### src/rtl/stage3_mdu_sequencer.sv
// Sequencer for the shared RV32M multiply/divide unit in EX: start, stall, hold, flush abort, timeout.
// Optional one-entry result cache enabled by defining MDU_RESULT_CACHE_EN.
module stage3_mdu_sequencer #(
  parameter int unsigned DONE_TIMEOUT = 64
) (
  input  logic        CLK,
  input  logic        RST,
  input  logic        req,
  input  logic [2:0]  op,
  input  logic [31:0] rs1,
  input  logic [31:0] rs2,
  input  logic        mem_use_stall,
  input  logic        ex_mem_stall,
  input  logic        flush,
  output logic        fu_start,
  output logic        fu_abort,
  output logic [2:0]  fu_op,
  output logic [31:0] fu_a,
  output logic [31:0] fu_b,
  input  logic        fu_done,
  input  logic [31:0] fu_out,
  output logic        ex_busy,
  output logic [31:0] result,
  output logic        result_valid,
  output logic        fu_timeout
);

  localparam int unsigned CNT_W = 8;
  localparam int unsigned DATA_W = 32;
  localparam logic [CNT_W-1:0] CNT_LAST = CNT_W'(DONE_TIMEOUT - 1);

  typedef enum logic [1:0] {IDLE, BUSY, HOLD} state_t;

  state_t              state, state_nx;
  logic [2:0]          op_q;
  logic [DATA_W-1:0]   a_q, b_q, result_q;
  logic [CNT_W-1:0]    cnt;
  logic                accept, capture, timeout, hit;
  logic [DATA_W-1:0]   hit_result;

`ifdef MDU_RESULT_CACHE_EN
  logic                cache_v;
  logic [2:0]          cache_op;
  logic [DATA_W-1:0]   cache_a, cache_b, cache_r;

  assign hit        = cache_v && (cache_op == op) && (cache_a == rs1) && (cache_b == rs2);
  assign hit_result = cache_r;

  // Remembers the last FU-computed result keyed by its operation and operands
  always_ff @(posedge CLK or posedge RST) begin
    if (RST) begin
      cache_v  <= 1'b0;
      cache_op <= '0;
      cache_a  <= '0;
      cache_b  <= '0;
      cache_r  <= '0;
    end else if (timeout) begin
      cache_v <= 1'b0;
    end else if (capture) begin
      cache_v  <= 1'b1;
      cache_op <= op_q;
      cache_a  <= a_q;
      cache_b  <= b_q;
      cache_r  <= fu_out;
    end
  end
`else
  assign hit        = 1'b0;
  assign hit_result = '0;
`endif

  always_ff @(posedge CLK or posedge RST) begin
    if (RST) state <= IDLE;
    else     state <= state_nx;
  end

  always_comb begin
    state_nx     = state;
    fu_start     = 1'b0;
    fu_abort     = 1'b0;
    fu_timeout   = 1'b0;
    ex_busy      = 1'b0;
    result_valid = 1'b0;
    accept       = 1'b0;
    capture      = 1'b0;
    timeout      = 1'b0;
    case (state)
      IDLE: begin
        if (req && !mem_use_stall && !flush) begin
          accept  = 1'b1;
          ex_busy = 1'b1;
          if (hit) begin
            state_nx = HOLD;
          end else begin
            fu_start = 1'b1;
            state_nx = BUSY;
          end
        end
      end
      BUSY: begin
        ex_busy = 1'b1;
        // Flush wins over completion; completion wins over timeout
        if (flush) begin
          fu_abort = 1'b1;
          state_nx = IDLE;
        end else if (fu_done) begin
          capture  = 1'b1;
          state_nx = HOLD;
        end else if (cnt == CNT_LAST) begin
          fu_abort   = 1'b1;
          fu_timeout = 1'b1;
          timeout    = 1'b1;
          state_nx   = HOLD;
        end
      end
      HOLD: begin
        result_valid = 1'b1;
        if (!ex_mem_stall || flush) state_nx = IDLE;
      end
      default: state_nx = IDLE;
    endcase
  end

  // Operand latches, BUSY cycle counter and result register
  always_ff @(posedge CLK or posedge RST) begin
    if (RST) begin
      op_q     <= '0;
      a_q      <= '0;
      b_q      <= '0;
      cnt      <= '0;
      result_q <= '0;
    end else begin
      if (accept) begin
        op_q <= op;
        a_q  <= rs1;
        b_q  <= rs2;
        cnt  <= '0;
      end else if (state == BUSY) begin
        cnt <= cnt + CNT_W'(1);
      end
      if (accept && hit)  result_q <= hit_result;
      else if (capture)   result_q <= fu_out;
      else if (timeout)   result_q <= '0;
    end
  end

  assign fu_op  = (state == IDLE) ? op  : op_q;
  assign fu_a   = (state == IDLE) ? rs1 : a_q;
  assign fu_b   = (state == IDLE) ? rs2 : b_q;
  assign result = result_q;

endmodule

### config.mk
export PLATFORM = sky130hd
export DESIGN_NAME = stage3_mdu_sequencer
export DESIGN_NICKNAME = d
export VERILOG_FILES = /design/src/rtl/stage3_mdu_sequencer.sv
export SDC_FILE = /design/constraint.sdc
export NUM_CORES = 1
export LEC_CHECK = 0
export CORE_MARGIN = 2
export CORE_UTILIZATION = 45
export CTS_CLUSTER_SIZE = 16
export DETAILED_ROUTE_END_ITERATION = 12
export DONT_BUFFER_PORTS = 1
export GPL_ROUTABILITY_DRIVEN = 0
export SLEW_MARGIN = 0
export SYNTH_ARGS = -nofsm -noshare
export SYNTH_HDL_FRONTEND = slang
export SYNTH_SLANG_ARGS = --single-unit
### constraint.sdc
create_clock -name CLK -period 4.8 [get_ports CLK]
set_input_delay 0.96 -clock CLK [delete_from_list [all_inputs] [get_ports CLK]]
set_output_delay 0.96 -clock CLK [all_outputs]
set_load 0.03 [all_outputs]
## Word-level counts from Yosys, hierarchy flattened

Cells that the tools add are included.

| cells by class | value |
|---|---|
| equality and inequality tests | 6 |
| multiplexer cells | 26 |
| $add $sub $neg | 1 |
| reductions and logical operators | 10 |

Operators by type and width:

| operator | number |
|---|---|
| two-way mux 32 bit | 4 |
| two-way mux 8 bit | 2 |
| two-way mux 1 bit | 12 |
| two-way mux 2 bit | 5 |
| adder 8 x 1 -> 8 bit, second input constant | 1 |
| equality test 8 x 6 -> 1 bit, second input constant | 1 |
| case mux 2 bit (3 select lines) | 1 |
| != test 2 bit, second input constant | 2 |
| != test 4 bit, second input constant | 1 |
| nonzero test 2 bit | 2 |
| logical NOT 1 bit | 3 |
| two-way mux 3 bit | 1 |
| AND reduction 3 bit | 1 |
| equality test 2 x 1 -> 1 bit, second input constant | 1 |
| equality test 2 bit, second input constant | 1 |
| logical AND 1 bit | 2 |
| logical NOT 2 bit | 1 |
| case mux 1 bit (2 select lines) | 1 |
| logical OR 1 bit | 1 |

| word-level totals | value |
|---|---|
| input port bits | 106 |
| output and inout port bits | 104 |
| register bits | 109 |
| logic and storage cells | 49 |

## Logic depth before layout (Yosys ltp)

| depth | value |
|---|---|
| depth after elaboration | 7 |
| depth in mapped cells | 7 |
| gate-level depth less buffers | 5 |

## Worst setup path before layout

No wires, ideal clock.

| timing path | value |
|---|---|
| path type | input port to output port |
| from | input port flush |
| to | output port ex_busy |
| buffers on the path | 2 |
| path slack | 2.001 ns |
| cell stages on the path | 5 |
| data required time | 3.840 ns |
| arrival | 1.839 ns |
| path through | nor2_1 nand3_1 buf_2 buf_2 nand2_1 |

| between the ends | value |
|---|---|
| longest elaborated chain between the ends | 4 |

RTL lines:

| what | RTL line | text |
|---|---|---|
| start: declaration | 14 | `input logic flush,` |
| logical NOT 1 bit | 89 | `if (req && !mem_use_stall && !flush) begin` |
| logical AND 1 bit | 89 |  |
| two-way mux 1 bit | - |  |
| case mux 1 bit (2 select lines) | 87 | `case (state)` |
| end: declaration | 22 | `output logic ex_busy,` |

No other way between the ends.

## Final worst setup path

| timing path | value |
|---|---|
| from | register state[0] |
| to | output port fu_b[7] |

| between the ends | value |
|---|---|
| longest elaborated chain between the ends | 2 |

RTL lines:

| what | RTL line | text |
|---|---|---|
| start: declaration | 34 | `state_t state, state_nx;` |
| start signal: assignment | 74 | `else state <= state_nx;` |
| logical NOT 2 bit | 149 | `assign fu_b = (state == IDLE) ? rs2 : b_q;` |
| two-way mux 32 bit | 149 |  |
| end: declaration | 19 | `output logic [31:0] fu_b,` |

No other way between the ends.

==> impl_metrics.json <==
{
  "outcome": "completed",
  "drt_iter0_drc": 259,
  "num_antenna_cells": 0,
  "grt_max_degree": 79,
  "dr.pass1.iters": 4,
  "nNetsFinal": 645,
  "worst_slack_ps": 1580,
  "synth.most_common_cell": "nand2_1",
  "maxCapViolCount": 0,
  "cts_sinks": 109,
  "grt_usage": 0.186,
  "worstSetupPathType": "reg2out",
  "synth_top_area_share": 0.534,
  "final_util": 0.497,
  "avgSynthCellArea_um2": 9.23,
  "postCtsSetupRepairBufs": 0,
  "die_h_um": 111,
  "ant_nets": 0,
  "synthArstFlopShare": 1.00,
  "antenna_found_initial": 0,
  "final_cells": 683,
  "fmax_mhz": 310,
  "max_slew_margin": 0.216,
  "syn-num-nets": 661,
  "dpl-instance-area_mm2": 0.00517,
  "synth-edff-count": 0,
  "synth-warning-count": 0,
  "yosysSeqAreaShare": 0.534,
  "rsz0062_at_grt": "no",
  "place_ws_ps": 1920,
  "final_cell_area_mm2": 0.00546,
  "cp-start-kind": "flip-flop",
  "syn_inst": 554,
  "ios": 210,
  "hold_viol": 0,
  "design.core.area_mm2": 0.0110,
  "seq_area_mm2": 0.00273,
  "cts_buffers": 9,
  "htree_levels": 3,
  "hold_class": "reg2reg",
  "port_buffers": 0,
  "critPathCaptureType": "primary output",
  "cts_resized": 0,
  "drv_slew": 0,
  "vias": 3652,
  "cp.arrival_ps": 2260,
  "fin_hold_ws_ps": 470,
  "final.min_clock_period_ps": 3220,
  "num_rows": 38,
  "ys_ff_latch": 109,
  "clk_pin_slew_ps": 70,
  "leakagePower_nw": 2.67,
  "cts_tree": "built",
  "multi_input_area_mm2": 0.00221,
  "drc": 0,
  "grt_overflow": 0,
  "syn2layout_area_growth_pct": 6.85,
  "required_ps": 3840,
  "first_global_vias": 3671,
  "ctsHoldBuffers": 0,
  "synth_area_mm2": 0.00511,
  "viasPerCell": 5.35,
  "fin_skew_ps": 6.63,
  "yosysTopAreaCell": "dfrtp_1",
  "synth_cell_types": 28,
  "die_w_um": 111,
  "cts_max_path_buffers": 2,
  "setup_viol": 0,
  "initial_core_util": 0.465,
  "min_period_over_period": 0.672,
  "total_power_mw": 2.61,
  "yosys-top-cells-area": "dfrtp_1 53%, nand2_1 20%, mux2_2 15%, o21ai_0 3.2%, buf_2 1.6%",
  "drive_gt1_frac": 0.173,
  "synth-main-ff-cell": "dfrtp_1",
  "insertion_delay_ps": 340,
  "setup_tns_ps": 0,
  "place_inst": 667,
  "synthTopCellsByCount": "271 x nand2_1, 109 x dfrtp_1, 67 x mux2_2",
  "grt_first_pass_wirelength_um": 18600,
  "dieArea_mm2": 0.0122,
  "wl_um": 11400,
  "peakVddDrop_uv": 236,
  "wl_per_cell_um": 16.7,
  "tightestPinTransition_ps": 1170,
  "cp_max_fo": 22,
  "dp_hpwl_um": 8000,
  "p_per_area_mw_per_mm2": 478,
  "nFillCells": 1027,
  "cts_root_buf": "clkbuf_16"
}
-- cell families (layout without fill, tap and decap cells) --
family          after synthesis  after routing  share of synthesized area
mux                          67             67                      0.148
xor+xnor                      2              2                    0.00343
fa+ha+maj                     1              1                    0.00245
buf+inv                      35             24                     0.0365
flops                       109            109                      0.534
simple gates                299            299                      0.235
compound gates               41             41                     0.0419
-- final timing paths --
kind                               to  depth (start not counted)  startpoint  slack, ps
setup / recovery              fu_b[7]                          3    state[0]       1580
hold / removal                b_q[29]                          2     b_q[29]        470
setup reg to reg           result[25]                          4    state[1]       2670
hold reg to reg               b_q[29]                          2     b_q[29]        470
max in group asynchronous  result[12]                          2         RST       3090
min in group asynchronous     b_q[11]                          1         RST        680
-- cell type report --
| class | instances | share of cell area |
|---|---|---|
| Clock inverter | 4 | 0.00870 |
| Timing Repair Buffer | 6 | 0.00825 |
| Sequential cell | 109 | 0.499 |
| Multi-Input combinational cell | 410 | 0.405 |
| Clock buffer | 12 | 0.0451 |
| Tap cell | 140 | 0.0321 |
| Inverter | 2 | 0.00183 |
-- sequential cells by signal, summed over array words and instances (netlist names) --
| register | count |
|---|---|
| result | 32 |
| a_q | 32 |
| b_q | 32 |
| state | 2 |
| op_q | 3 |
| cnt | 8 |
-- worst max-delay path, stage by stage (launching register included) --
cell and delay (ps):
dfrtp_1 480, nor2_4 550, buf_4 410, mux2_2 480
-- cell usage in the layout, fill, tap and decap left out, drive strengths merged, types with 2 or more instances in the layout --
master	Yosys	final
nand2	271	271
dfrtp	109	109
mux2	67	67
o21ai	38	38
clkbuf	11	12
nand3	10	10
nor2	7	7
buf	22	6
and3	2	2
nor2b	2	2
xor2	2	2
nand4	2	2
clkinv	0	2
inv	2	2
-- per-layer routing --
| metal | track usage | wire length [um] | vias to the layer above |
|---|---|---|---|
| li1 | - | - | 1745 |
| met1 | 0.238 | 4750 | 1733 |
| met2 | 0.308 | 5550 | 163 |
| met3 | 0.0494 | 948 | 11 |
| met4 | 0.0642 | 151 | 0 |
| met5 | 0 | 0 | - |
-- power by group --
group,total (mW),internal (mW),switching [mW]
clock network,0.737,0.418,0.319
logic,0.479,0.154,0.324
registers,1.40,1.12,0.282
total,2.61,1.69,0.925
(Power assumes the default switching activity.)
